**src/rtl/button_conditioner.sv**
```systemverilog
// Multi-channel push-button front end: synchroniser, counter debounce, press/release
// edge pulses, long-press detect and optional auto-repeat, one independent slice per channel.
module button_conditioner #(
  parameter int N_CH          = 5,
  parameter int SYNC_STAGES   = 2,
  parameter int DB_CYCLES     = 1000000,
  parameter int LONG_CYCLES   = 50000000,
  parameter int REPEAT_CYCLES = 10000000,
  parameter int REPEAT_EN     = 1
) (
  input  logic            clk,
  input  logic            rst,
  input  logic [N_CH-1:0] btn_in,
  output logic [N_CH-1:0] level,
  output logic [N_CH-1:0] press,
  output logic [N_CH-1:0] release_pulse,
  output logic [N_CH-1:0] long_press,
  output logic [N_CH-1:0] repeat_pulse
);

  localparam int DB_W     = $clog2(DB_CYCLES + 1);
  localparam int HOLD_MAX = (LONG_CYCLES > REPEAT_CYCLES) ? LONG_CYCLES : REPEAT_CYCLES;
  localparam int HOLD_W   = $clog2(HOLD_MAX + 1);
  localparam bit RPT_ON   = (REPEAT_EN != 0);

  typedef enum logic [1:0] {
    IDLE = 2'd0,
    HELD = 2'd1,
    LONG = 2'd2
  } hold_state_t;

  for (genvar gi = 0; gi < N_CH; gi++) begin : g_ch
    logic [SYNC_STAGES-1:0] sync_q, sync_d;
    logic [DB_W-1:0]        db_cnt_q, db_cnt_d;
    logic [HOLD_W-1:0]      hold_cnt_q, hold_cnt_d;
    hold_state_t            state_q, state_d;
    logic level_q, level_d;
    logic press_q, press_d;
    logic release_q, release_d;
    logic long_q, long_d;
    logic repeat_q, repeat_d;
    logic s, rise, fall;

    // Debounce and edge detect; edges come from level_d so pulses align with the level flip.
    always_comb begin
      sync_d   = {sync_q[SYNC_STAGES-2:0], btn_in[gi]};
      s        = sync_q[SYNC_STAGES-1];
      level_d  = level_q;
      db_cnt_d = db_cnt_q;
      if (s == level_q) begin
        db_cnt_d = '0;
      end else if (db_cnt_q == DB_W'(DB_CYCLES - 1)) begin
        level_d  = s;
        db_cnt_d = '0;
      end else begin
        db_cnt_d = db_cnt_q + DB_W'(1);
      end
      rise      = level_d & ~level_q;
      fall      = ~level_d & level_q;
      press_d   = rise;
      release_d = fall;
    end

    // A falling level overrides any long/repeat pulse due on the same edge.
    always_comb begin
      state_d    = state_q;
      hold_cnt_d = hold_cnt_q;
      long_d     = 1'b0;
      repeat_d   = 1'b0;
      if (fall) begin
        state_d    = IDLE;
        hold_cnt_d = '0;
      end else begin
        case (state_q)
          IDLE: begin
            if (rise) begin
              state_d    = HELD;
              hold_cnt_d = HOLD_W'(1);
            end else begin
              hold_cnt_d = '0;
            end
          end
          HELD: begin
            if (hold_cnt_q == HOLD_W'(LONG_CYCLES)) begin
              long_d     = 1'b1;
              state_d    = LONG;
              hold_cnt_d = HOLD_W'(1);
            end else begin
              hold_cnt_d = hold_cnt_q + HOLD_W'(1);
            end
          end
          LONG: begin
            if (RPT_ON && (hold_cnt_q == HOLD_W'(REPEAT_CYCLES))) begin
              repeat_d   = 1'b1;
              hold_cnt_d = HOLD_W'(1);
            end else if (hold_cnt_q != '1) begin
              hold_cnt_d = hold_cnt_q + HOLD_W'(1);
            end
          end
          default: begin
            state_d    = IDLE;
            hold_cnt_d = '0;
          end
        endcase
      end
    end

    always_ff @(posedge clk) begin
      if (rst) begin
        sync_q     <= '0;
        db_cnt_q   <= '0;
        hold_cnt_q <= '0;
        state_q    <= IDLE;
        level_q    <= 1'b0;
        press_q    <= 1'b0;
        release_q  <= 1'b0;
        long_q     <= 1'b0;
        repeat_q   <= 1'b0;
      end else begin
        sync_q     <= sync_d;
        db_cnt_q   <= db_cnt_d;
        hold_cnt_q <= hold_cnt_d;
        state_q    <= state_d;
        level_q    <= level_d;
        press_q    <= press_d;
        release_q  <= release_d;
        long_q     <= long_d;
        repeat_q   <= repeat_d;
      end
    end

    assign level[gi]         = level_q;
    assign press[gi]         = press_q;
    assign release_pulse[gi] = release_q;
    assign long_press[gi]    = long_q;
    assign repeat_pulse[gi]  = repeat_q;
  end

endmodule

```
**config.mk**
```make
export PLATFORM = sky130hd
export DESIGN_NAME = button_conditioner
export DESIGN_NICKNAME = d
export VERILOG_FILES = /design/src/rtl/button_conditioner.sv
export SDC_FILE = /design/constraint.sdc
export NUM_CORES = 1
export LEC_CHECK = 0
export ABC_AREA = 1
export CELL_PAD_IN_SITES_DETAIL_PLACEMENT = 1
export CELL_PAD_IN_SITES_GLOBAL_PLACEMENT = 1
export CORE_MARGIN = 2
export CORE_UTILIZATION = 45
export CTS_CLUSTER_DIAMETER = 80
export CTS_CLUSTER_SIZE = 8
export DETAILED_ROUTE_END_ITERATION = 6
export PLACE_DENSITY = 0.9
export SYNTH_ARGS = -nofsm -noshare
export SYNTH_HDL_FRONTEND = slang
export SYNTH_SLANG_ARGS = --single-unit
```
**constraint.sdc**
```tcl
create_clock -name clk -period 2 [get_ports clk]
set_input_delay 0.4 -clock clk [delete_from_list [all_inputs] [get_ports clk]]
set_output_delay 0.4 -clock clk [all_outputs]
set_load 0.05 [all_outputs]
```
# Word-level counts from Yosys, hierarchy flattened
# Cells that the tools add are included.
[totals]
register_bits = 275
elab_cells = 225
out_inout_bits = 25
in_bits = 7
[op_classes]
mux = 60
bitwise = 30
addsub = 10
reduce_logical = 30
eq_ne = 50
[op_table]
columns = ["operator", "count"]
rows = [
  ["$mux W26", 15],
  ["$pmux W26 S3", 5],
  ["$add A26 B1 Y26 const B", 5],
  ["$eq A26 B24 Y1 const B", 5],
  ["$eq A26 B26 Y1 const B", 5],
  ["$ne A26 B26 Y1 const B", 5],
  ["$add A20 B1 Y20 const B", 5],
  ["$eq A20 B20 Y1 const B", 5],
  ["$reduce_or A3 Y1", 15],
  ["$pmux W2 S3", 5],
  ["$mux W1", 25],
  ["$mux W2", 10],
  ["$ne A2 B2 Y1 const B", 10],
  ["$not A1 Y1", 20],
  ["$ne A3 B3 Y1 const B", 5],
  ["$reduce_and A3 Y1", 5],
  ["$and A1 B1 Y1", 10],
  ["$eq A2 B1 Y1 const B", 5],
  ["$eq A2 B2 Y1 const B", 5],
  ["$logic_not A2 Y1", 5],
  ["$reduce_or A2 Y1", 5],
  ["$eq A1 B1 Y1", 5],
]

# Longest topological paths before layout
# Gate-level depths: netlist of the first run.
[depth]
ltp_word = 6
ltp_mapped = 14
depth_no_buf = 13

# Worst setup path before layout of the first run
# No wires, ideal clock.
[synth_path]
path_type = "reg-to-reg"
from = "reg g_ch[3].hold_cnt_q[0]"
to = "reg g_ch[3].hold_cnt_q[0]"
setup_slack_ns = 0.260
period_less_slack_ns = 1.740
path_stages_with_launch = 11
required_ns = 1.887
n_path_buf = 0
arrival_ns = 1.626
setup_ns = 0.113
cell_sequence = "dfxtp_1 > ha_1 > nand3_2 > nor2_4 > nand3_2 > nor2_2 > nand3_2 > nor2_2 > nor2_1 > nand3_1 > nand2_1"
[synth_via]
elab_chain_cells = 4
word_cells_on_any_way = 9
classes_between = "1 x add/sub; 4 x eq/ne; 4 x mux"
[synth_lines]
columns = ["item", "line", "rtl"]
rows = [
  ["from (decl)", "35", "logic [HOLD_W-1:0] hold_cnt_q, hold_cnt_d;"],
  ["from (signal assigned)", "122", "hold_cnt_q <= hold_cnt_d;"],
  ["$add A26 B1 Y26", "89, 97", ""],
  ["$mux W26", "96", "end else if (hold_cnt_q != '1) begin"],
  ["$mux W26", "93", "if (RPT_ON && (hold_cnt_q == HOLD_W'(REPEAT_CYCLES))) begin"],
  ["$pmux W26 S3", "74", "case (state_q)"],
]
# Several ways; a longest one is shown, not always the timed one. The select of a mux whose other input is x is not followed.
# A chain may end at the register's enable or synchronous reset.

# Worst setup path after layout of the first run
# Ends and elaborated chain as after synthesis.

==> flow_summary.rst, run 1 <==
.. list-table::
   :header-rows: 1

   * - Metric
     - Value
   * - Result of the run
     - complete, but fails checks
   * - Violations in the final reports
     - setup timing
   * - Core Area
     - 0.0347 sq mm
   * - Min-delay worst type
     - input pin to register
   * - Total number of H-tree levels
     - 2
   * - Relative slew margins
     - 62.2%
   * - Number of global-route vias before repair
     - 18,900
   * - Die height
     - 192 um
   * - Kind of start point of the critical path
     - register
   * - Reported max-cap violation count
     - 0
   * - Top-count cell post-synth
     - sky130_fd_sc_hd__nand2_1
   * - Detailed-route wire length
     - 66,400 um
   * - Final HPWL DP
     - 39,100 um
   * - Largest net degree at the start of global routing
     - 23
   * - Number of unique standard cell types used by synthesis
     - 53
   * - Total via count after detailed routing
     - 18,700
   * - Data arrival time of the critical path
     - 2.58 ns
   * - Max Clk Rate
     - 0.480 GHz
   * - Area growth from synthesis to final layout
     - 19.3%
   * - Clock tree from TritonCTS
     - yes
   * - Leakage power summed over all cells
     - 7.58 nW
   * - Setup Skew
     - 0.0435 ns
   * - Clock transition at path regs
     - 0.05 ns
   * - Number of enable flip-flop cells after synthesis
     - 0
   * - Number of buffers inserted by hold repair at cts
     - 0
   * - Post-route worst hold slack
     - 0.378 ns
   * - Routed wire per std cell
     - 21.5 um
   * - Nature of the critical path endpoint
     - register
   * - Time the final worst path needs with I/O delays and setup
     - 2.08 ns
   * - Seq cells post-synth
     - 275
   * - Ys flop type
     - sky130_fd_sc_hd__dfxtp_1
   * - Overall die area
     - 0.0370 sq mm
   * - Overflow left after global routing
     - 0
   * - CTS buffer count
     - 40
   * - PnR Total Power
     - 12.1 mW
   * - Crit-path max FO
     - 5
   * - Wire length of the first global-routing pass
     - 93,400 um
   * - Number of buffers on the longest clock path
     - 3
   * - Detailed-route vias per instance
     - 6.05
   * - Min setup slack post-route
     - -0.0843 ns
   * - Cell type contributing the most total cell area after synthesis
     - sky130_fd_sc_hd__dfxtp_1
   * - Biggest area contributors in the synthesized netlist
     - sky130_fd_sc_hd__dfxtp_1 34%, sky130_fd_sc_hd__nand2_1 14%, sky130_fd_sc_hd__nor2_1 9.3%
   * - Port Buffers
     - 31
   * - Number of slew-limit violations in the final report
     - 0
   * - IO Pins
     - 32
   * - Diode insertion count for antenna repair
     - 0
   * - Starting density of the core
     - 46.0%
   * - First drt pass iteration count
     - 5
   * - Clock root buffer
     - sky130_fd_sc_hd__clkbuf_16
   * - Share of final-layout standard cells stronger than drive strength 1
     - 14.5%
   * - Period Utilization, post-route
     - 104%
   * - Pre-CTS setup slack
     - -0.127 ns
   * - Post-Route Setup TNS
     - -0.618 ns
   * - Remaining antenna violation count after routing
     - 0
   * - Clock insertion delay at the later pin of the skew report
     - 0.58 ns
   * - Instance area after placement
     - 0.0174 sq mm
   * - Required time of the critical path
     - 2.49 ns
   * - Total Nets Final
     - 2,655
   * - Horizontal die dimension
     - 192 um
   * - Synth top cells by count
     - 585 x sky130_fd_sc_hd__nand2_1, 396 x sky130_fd_sc_hd__nor2_1, 339 x sky130_fd_sc_hd__inv_1
   * - Post-Syn Area
     - 0.0160 sq mm
   * - Core Rows
     - 68
   * - Total non-filler cell area in the finished layout
     - 0.0190 sq mm
   * - Power per unit of standard cell area
     - 634 mW/mm^2
   * - Warnings from Yosys
     - 0
   * - Net count after synthesis
     - 2,510
   * - Mean post-synth cell area
     - 6.42 sq um
   * - Setup repair after global routing missed its margin
     - yes
   * - Actual transition at the worst max-transition pin
     - 0.562 ns
   * - Proportion of synthesized chip area in sequential cells
     - 34.5%
   * - Iter 0 DRT Violations
     - 1,630
   * - Total global routing track utilization
     - 30.9%
   * - Share of the synthesized area in the top cell type
     - 34.5%
   * - Count of endpoints failing setup in the final report
     - 18
   * - Number of remaining DRC errors
     - 0
   * - Antenna violations before repair
     - 0
   * - Placer Congestion
     - 0.949
   * - Synthesized netlist cell count
     - 2,488
   * - Number of endpoints with negative hold slack in the final report
     - 0
   * - Worst Setup Path Type
     - register to register
   * - Worst ir drop on vdd
     - 0.000730 V
   * - Asr flop ratio synth
     - 0%
   * - Count of clock tree sinks
     - 275
-- metrics by stage --
stage	instances	utilization (%)
floorplan	2488	-
global placement	3024	50.0
detailed placement	3024	50.0
CTS	3073	53.3
global route	3090	54.8
finish	3090	54.8
-- timing repair --
action	4_1_cts	5_1_grt
gates cloned	0	1
pin swaps	3	19
resized for setup	39	111
buffers inserted	5	16
setup endpoints to repair	112	153
endpoints found under the hold margin	0	0
-- cell families after synthesis --
family | after synthesis | share of synthesized area (%)
AND/OR/NAND/NOR | 1516 | 43.1
buffers and inverters | 418 | 11.1
flip-flops | 275 | 34.5
AO/OA/AOI/OAI | 220 | 7.73
XOR/XNOR | 44 | 2.41
adder cells (fa/ha/maj) | 15 | 1.18
-- worst max-delay path, cell delays in order (launching register included) --
cell and delay [ns]:
sky130_fd_sc_hd__dfxtp_1 0.33, sky130_fd_sc_hd__inv_2 0.07, sky130_fd_sc_hd__ha_2 0.17, sky130_fd_sc_hd__nand2_1 0.08, sky130_fd_sc_hd__nor3_2 0.20, sky130_fd_sc_hd__nand2_2 0.17
sky130_fd_sc_hd__nor2_2 0.17, sky130_fd_sc_hd__nand2_2 0.11, sky130_fd_sc_hd__buf_4 0.16, sky130_fd_sc_hd__buf_4 0.13, sky130_fd_sc_hd__nand2_1 0.07, sky130_fd_sc_hd__nand2_1 0.07
sky130_fd_sc_hd__nand3_1 0.13, sky130_fd_sc_hd__nand3_1 0.09, sky130_fd_sc_hd__nand2_1 0.08
-- layer usage --
metal / vias to the layer above / global-route usage, % / wire [um]
met4: 0 / 13.2 / 4060
li1: 8266 / - / -
met3: 380 / 4.66 / 4450
met1: 9085 / 35.8 / 25200
met2: 952 / 56.2 / 32700
met5: - / 0 / 0
-- cell usage in the layout (no fill, tap or decap), drive strengths merged --
master / Yosys / layout
clkinvlp: 0 / 1
o22ai: 1 / 1
nand3: 222 / 222
a31oi: 3 / 3
xor2: 35 / 35
and2: 1 / 1
nor4: 31 / 31
a41oi: 2 / 2
o21bai: 5 / 5
a21oi: 113 / 113
dfxtp: 275 / 275
o31ai: 2 / 2
nor3: 109 / 109
clkbuf: 6 / 42
a31o: 1 / 1
inv: 352 / 352
a211oi: 2 / 2
nand2: 603 / 603
and3: 4 / 4
clkinv: 1 / 3
or2: 7 / 7
o21a: 7 / 7
nor2: 431 / 431
buf: 59 / 140
xnor2: 9 / 9
nor3b: 18 / 18
o311ai: 1 / 1
dlygate4sd2: 0 / 21
nand4: 78 / 78
o211ai: 7 / 7
a32oi: 1 / 1
a21boi: 1 / 1
ha: 15 / 15
clkdlybuf4s50: 0 / 6
o21ai: 73 / 73
nand3b: 12 / 12
o41ai: 1 / 1
-- flip-flops by register name, indices dropped and copies added, names as in the netlist, 10 cells and up --
name             count
g_ch.state_q        10
g_ch.sync_q         10
g_ch.db_cnt_q      100
g_ch.hold_cnt_q    130
-- power by group --
group	internal, mW	total, mW	switching (mW)	leakage (nW)
clock	3.63	6.38	2.76	0.524
combinational	0.0656	0.192	0.126	4.83
sequential	5.49	5.50	0.0132	2.22
total	9.18	12.1	2.90	7.58
-- area by class of cell --
class | instances | area [sq um]
clock inverter | 3 | 53.8
timing repair buffer | 168 | 1480
inverter | 353 | 1330
tap | 455 | 569
clock buffer | 41 | 1030
multi-input combinational | 1795 | 9050
sequential | 275 | 5530
fill | 4648 | 15700
-- final timing paths --
| kind | depth (start not counted) | to | slack, ns | start |
|---|---|---|---|---|
| setup / recovery | 14 | g_ch[3].hold_cnt_q[0] | -0.08 | g_ch[3].hold_cnt_q[0] |
| hold / removal | 3 | g_ch[3].sync_q[0] | 0.38 | btn_in[3] |
| setup reg to reg | 14 | g_ch[3].hold_cnt_q[0] | -0.08 | g_ch[3].hold_cnt_q[0] |
| hold reg to reg | 2 | g_ch[4].sync_q[1] | 0.43 | g_ch[4].sync_q[0] |
No activity file was read; power rests on OpenSTA's default activity.
==> inputs of run 2 (changes only) <==
--- a/config.mk
+++ b/config.mk
@@ -5,11 +5,11 @@
 export SDC_FILE = /design/constraint.sdc
 export NUM_CORES = 1
 export LEC_CHECK = 0
-export ABC_AREA = 1
+export ABC_AREA = 0
 export CELL_PAD_IN_SITES_DETAIL_PLACEMENT = 1
 export CELL_PAD_IN_SITES_GLOBAL_PLACEMENT = 1
 export CORE_MARGIN = 2
-export CORE_UTILIZATION = 45
+export CORE_UTILIZATION = 48
 export CTS_CLUSTER_DIAMETER = 80
 export CTS_CLUSTER_SIZE = 8
 export DETAILED_ROUTE_END_ITERATION = 6
==> flow_summary.rst, run 2 <==
.. list-table::
   :header-rows: 1

   * - Metric
     - Value
   * - Asr flop ratio synth
     - 0%
   * - FF+latch area
     - 0.00559 sq mm
   * - Area growth from synthesis to final layout
     - 49.3%
   * - Number of global-route vias before repair
     - 15,600
   * - Remaining antenna violation count after routing
     - 0
   * - CTS buffer count
     - 40
   * - Time the final worst path needs with I/O delays and setup
     - 2.49 ns
   * - Number of slew-limit violations in the final report
     - 0
   * - Met2 Routed Length
     - 34,800 um
   * - Overall die area
     - 0.0282 sq mm
   * - Worst ir drop on vdd
     - 0.00115 V
   * - Clock root buffer
     - sky130_fd_sc_hd__clkbuf_16
   * - Max reg flops
     - 130
   * - Critical path's slowest cell
     - sky130_fd_sc_hd__nand4_1
   * - Cell type contributing the most total cell area after synthesis
     - sky130_fd_sc_hd__dfxtp_1
   * - Count of endpoints failing setup in the final report
     - 205
   * - Placer Congestion
     - 0.872
   * - Power per unit of standard cell area
     - 630 mW/mm^2
   * - Ys flop type
     - sky130_fd_sc_hd__dfxtp_1
   * - Max Clk Rate
     - 0.401 GHz
   * - Routed wire per std cell
     - 35.2 um
   * - Total non-filler cell area in the finished layout
     - 0.0192 sq mm
   * - Post-route worst hold slack
     - 0.239 ns
   * - Detailed-route vias per instance
     - 7.22
   * - Leakage power summed over all cells
     - 7.09 nW
   * - Core Rows
     - 59
   * - Min-delay worst type
     - input pin to register
   * - Number of endpoints with negative hold slack in the final report
     - 0
   * - Overflow left after global routing
     - 0
   * - Data arrival time of the critical path
     - 2.98 ns
   * - Switch share
     - 24.5%
   * - Detailed-route wire length
     - 77,200 um
   * - Period Utilization, post-route
     - 125%
   * - First drt pass iteration count
     - 6
   * - Share of the synthesized area in the top cell type
     - 42.7%
   * - Critical path, cell by cell
     - ha_1 > and3_1 > buf_4 > nand4_1 > xnor2_1 > nand2b_4 > a21oi_2
   * - Crit-path max FO
     - 5
   * - Placed insts
     - 2,063
   * - Registers with the most flip-flops
     - g_ch.hold_cnt_q x130, g_ch.db_cnt_q x100
   * - Net count after synthesis
     - 1,548
   * - Final core utilization
     - 73.4%
   * - Synth top cells by count
     - 275 x sky130_fd_sc_hd__dfxtp_1, 240 x sky130_fd_sc_hd__nor2_1, 119 x sky130_fd_sc_hd__nand2_1
   * - Clock tree from TritonCTS
     - yes
   * - Starting density of the core
     - 49.2%
   * - Stage delay of the slowest cell on the critical path
     - 0.56 ns
   * - Actual transition at the worst max-transition pin
     - 0.834 ns
   * - Antenna violations before repair
     - 8
   * - Post-Route Setup TNS
     - -40.01 ns
   * - Result of the run
     - complete, but fails checks
   * - Int Power
     - 9.15 mW
   * - Power share of the combinational group
     - 1.2%
   * - Warnings from Yosys
     - 0
   * - Highest routing layer actually used
     - met5
   * - Top-count cell post-synth
     - sky130_fd_sc_hd__dfxtp_1
   * - Iter 0 DRT Violations
     - 2,037
   * - Setup repair after global routing missed its margin
     - yes
   * - Post-Syn Area
     - 0.0129 sq mm
   * - Biggest area contributors in the synthesized netlist
     - sky130_fd_sc_hd__dfxtp_1 43%, sky130_fd_sc_hd__nor2_1 7.0%, sky130_fd_sc_hd__xnor2_1 6.6%
   * - Setup Skew
     - 0.0255 ns
   * - Largest net degree at the start of global routing
     - 24
   * - PnR Total Power
     - 12.1 mW
   * - Clock power frac
     - 53.4%
   * - Non-filler instance count after layout
     - 2,191
   * - Total global routing track utilization
     - 40.2%
   * - Required time of the critical path
     - 2.49 ns
   * - Total area of multi-input combinational cells
     - 0.00896 sq mm
   * - Synthesized netlist cell count
     - 1,526
   * - Switching power
     - 2.97 mW
   * - Clock insertion delay at the later pin of the skew report
     - 0.56 ns
   * - Wire length of the first global-routing pass
     - 89,700 um
   * - Total Nets Final
     - 1,869
   * - Die height
     - 168 um
   * - Commonest non-fill, non-tap cell in the layout
     - sky130_fd_sc_hd__buf_4
   * - Reported max-cap violation count
     - 0
   * - Mean post-synth cell area
     - 8.45 sq um
   * - Register share of total power
     - 45.3%
   * - Detailed-routed wire length on met3
     - 7930 um
   * - Violations in the final reports
     - setup timing
   * - Min setup slack post-route
     - -0.495 ns
   * - Most frequent cells in the layout
     - 269 x sky130_fd_sc_hd__buf_4, 227 x sky130_fd_sc_hd__dfxtp_1, 170 x sky130_fd_sc_hd__nor2_1
   * - Instance area after placement
     - 0.0153 sq mm
   * - Number of enable flip-flop cells after synthesis
     - 0
   * - Total via count after detailed routing
     - 15,800
   * - Proportion of synthesized chip area in sequential cells
     - 42.7%
   * - Share of final-layout standard cells stronger than drive strength 1
     - 40.6%
   * - Count of clock tree sinks
     - 275
   * - Number of remaining DRC errors
     - 0
   * - Register bank with the most flops
     - g_ch.hold_cnt_q
   * - Number of unique standard cell types used by synthesis
     - 68
   * - # fillers
     - 2,725
   * - Worst Setup Path Type
     - register to register
   * - Horizontal die dimension
     - 168 um
   * - Core Area
     - 0.0262 sq mm
   * - Seq cells post-synth
     - 275
   * - Nature of the critical path endpoint
     - register
   * - IO Pins
     - 32
   * - Pre-CTS setup slack
     - -0.256 ns
   * - Number of buffers on the longest clock path
     - 3
   * - Kind of start point of the critical path
     - register
   * - Total number of H-tree levels
     - 2
   * - Routed met1 length
     - 24,600 um
   * - Final HPWL DP
     - 27,900 um
   * - Clock transition at path regs
     - 0.06 ns
   * - Port Buffers
     - 31
   * - Relative slew margins
     - 44.2%
## run 2: changes by cell type after synthesis, sizes merged, moves of 61 or more
cell	before	now
a21oi	113	52
inv	352	34
nand2	603	119
nand3	222	98
nor2	431	240
nor3	109	45
xnor2	9	97
## run 2: per-layer routing
layer  up-vias  track usage, %
met5         -               0
met4         4            28.4
met3       851            8.44
met2      1588            72.6
met1      7458            41.5
li1       5926               -
## run 2: area by class of cell
class                           instances  area share [%]
Multi-Input combinational cell       1150            46.5
Sequential cell                       275            29.0
Timing Repair Buffer                  345            15.9
Clock buffer                           42            5.35
Tap cell                              335            2.18
Inverter                               35           0.748
Clock inverter                          3           0.130
Antenna cell                            6          0.0780
## run 2: cells by family after synthesis
kind of cell / Yosys count / share of synthesized area (%)
simple gates: 791 / 31.8
flops: 275 / 42.7
xor+xnor: 192 / 13.0
compound gates: 146 / 6.76
buf+inv: 101 / 3.77
fa+ha+maj: 15 / 1.46
mux: 6 / 0.476
## run 2: what timing repair did
| action | CTS | global route |
|---|---|---|
| endpoints found under the setup margin | 192 | 225 |
| pin swaps | 61 | 98 |
| hold endpoints to repair | 0 | 0 |
| gates cloned | 8 | 2 |
| resized for setup | 221 | 334 |
| buffers inserted | 29 | 44 |
| hold buffers | 0 | 0 |
## run 2: worst paths after layout
check / cells past startpoint / slack [ns] / start / end
max: 7 / -0.49 / g_ch[3].hold_cnt_q[0] / g_ch[3].hold_cnt_q[10]
min: 2 / 0.24 / rst / g_ch[3].level_q
max reg2reg: 7 / -0.49 / g_ch[3].hold_cnt_q[0] / g_ch[3].hold_cnt_q[10]
min reg2reg: 1 / 0.48 / g_ch[3].sync_q[0] / g_ch[3].sync_q[1]
## run 2: critical path, delay by kind of cell, from the launching register on
kind / cells / cell delay, ns
fa+ha+maj: 1 / 0.23
buf+inv: 1 / 0.22
flops: 1 / 0.46
compound gates: 1 / 0.12
xor+xnor: 1 / 0.51
simple gates: 3 / 0.89
## run 2: power groups by stage
| stage | clock (mW) | sequential, mW | combinational, mW |
|---|---|---|---|
| final | 6.48 | 5.50 | 0.150 |
| after global routing | 6.57 | 5.49 | 0.151 |
| after floorplan | 0 | 5.61 | 0.0574 |
| after global placement | 0 | 5.62 | 0.108 |
| after detailed placement | 0 | 5.62 | 0.113 |
| after CTS | 6.11 | 5.50 | 0.123 |
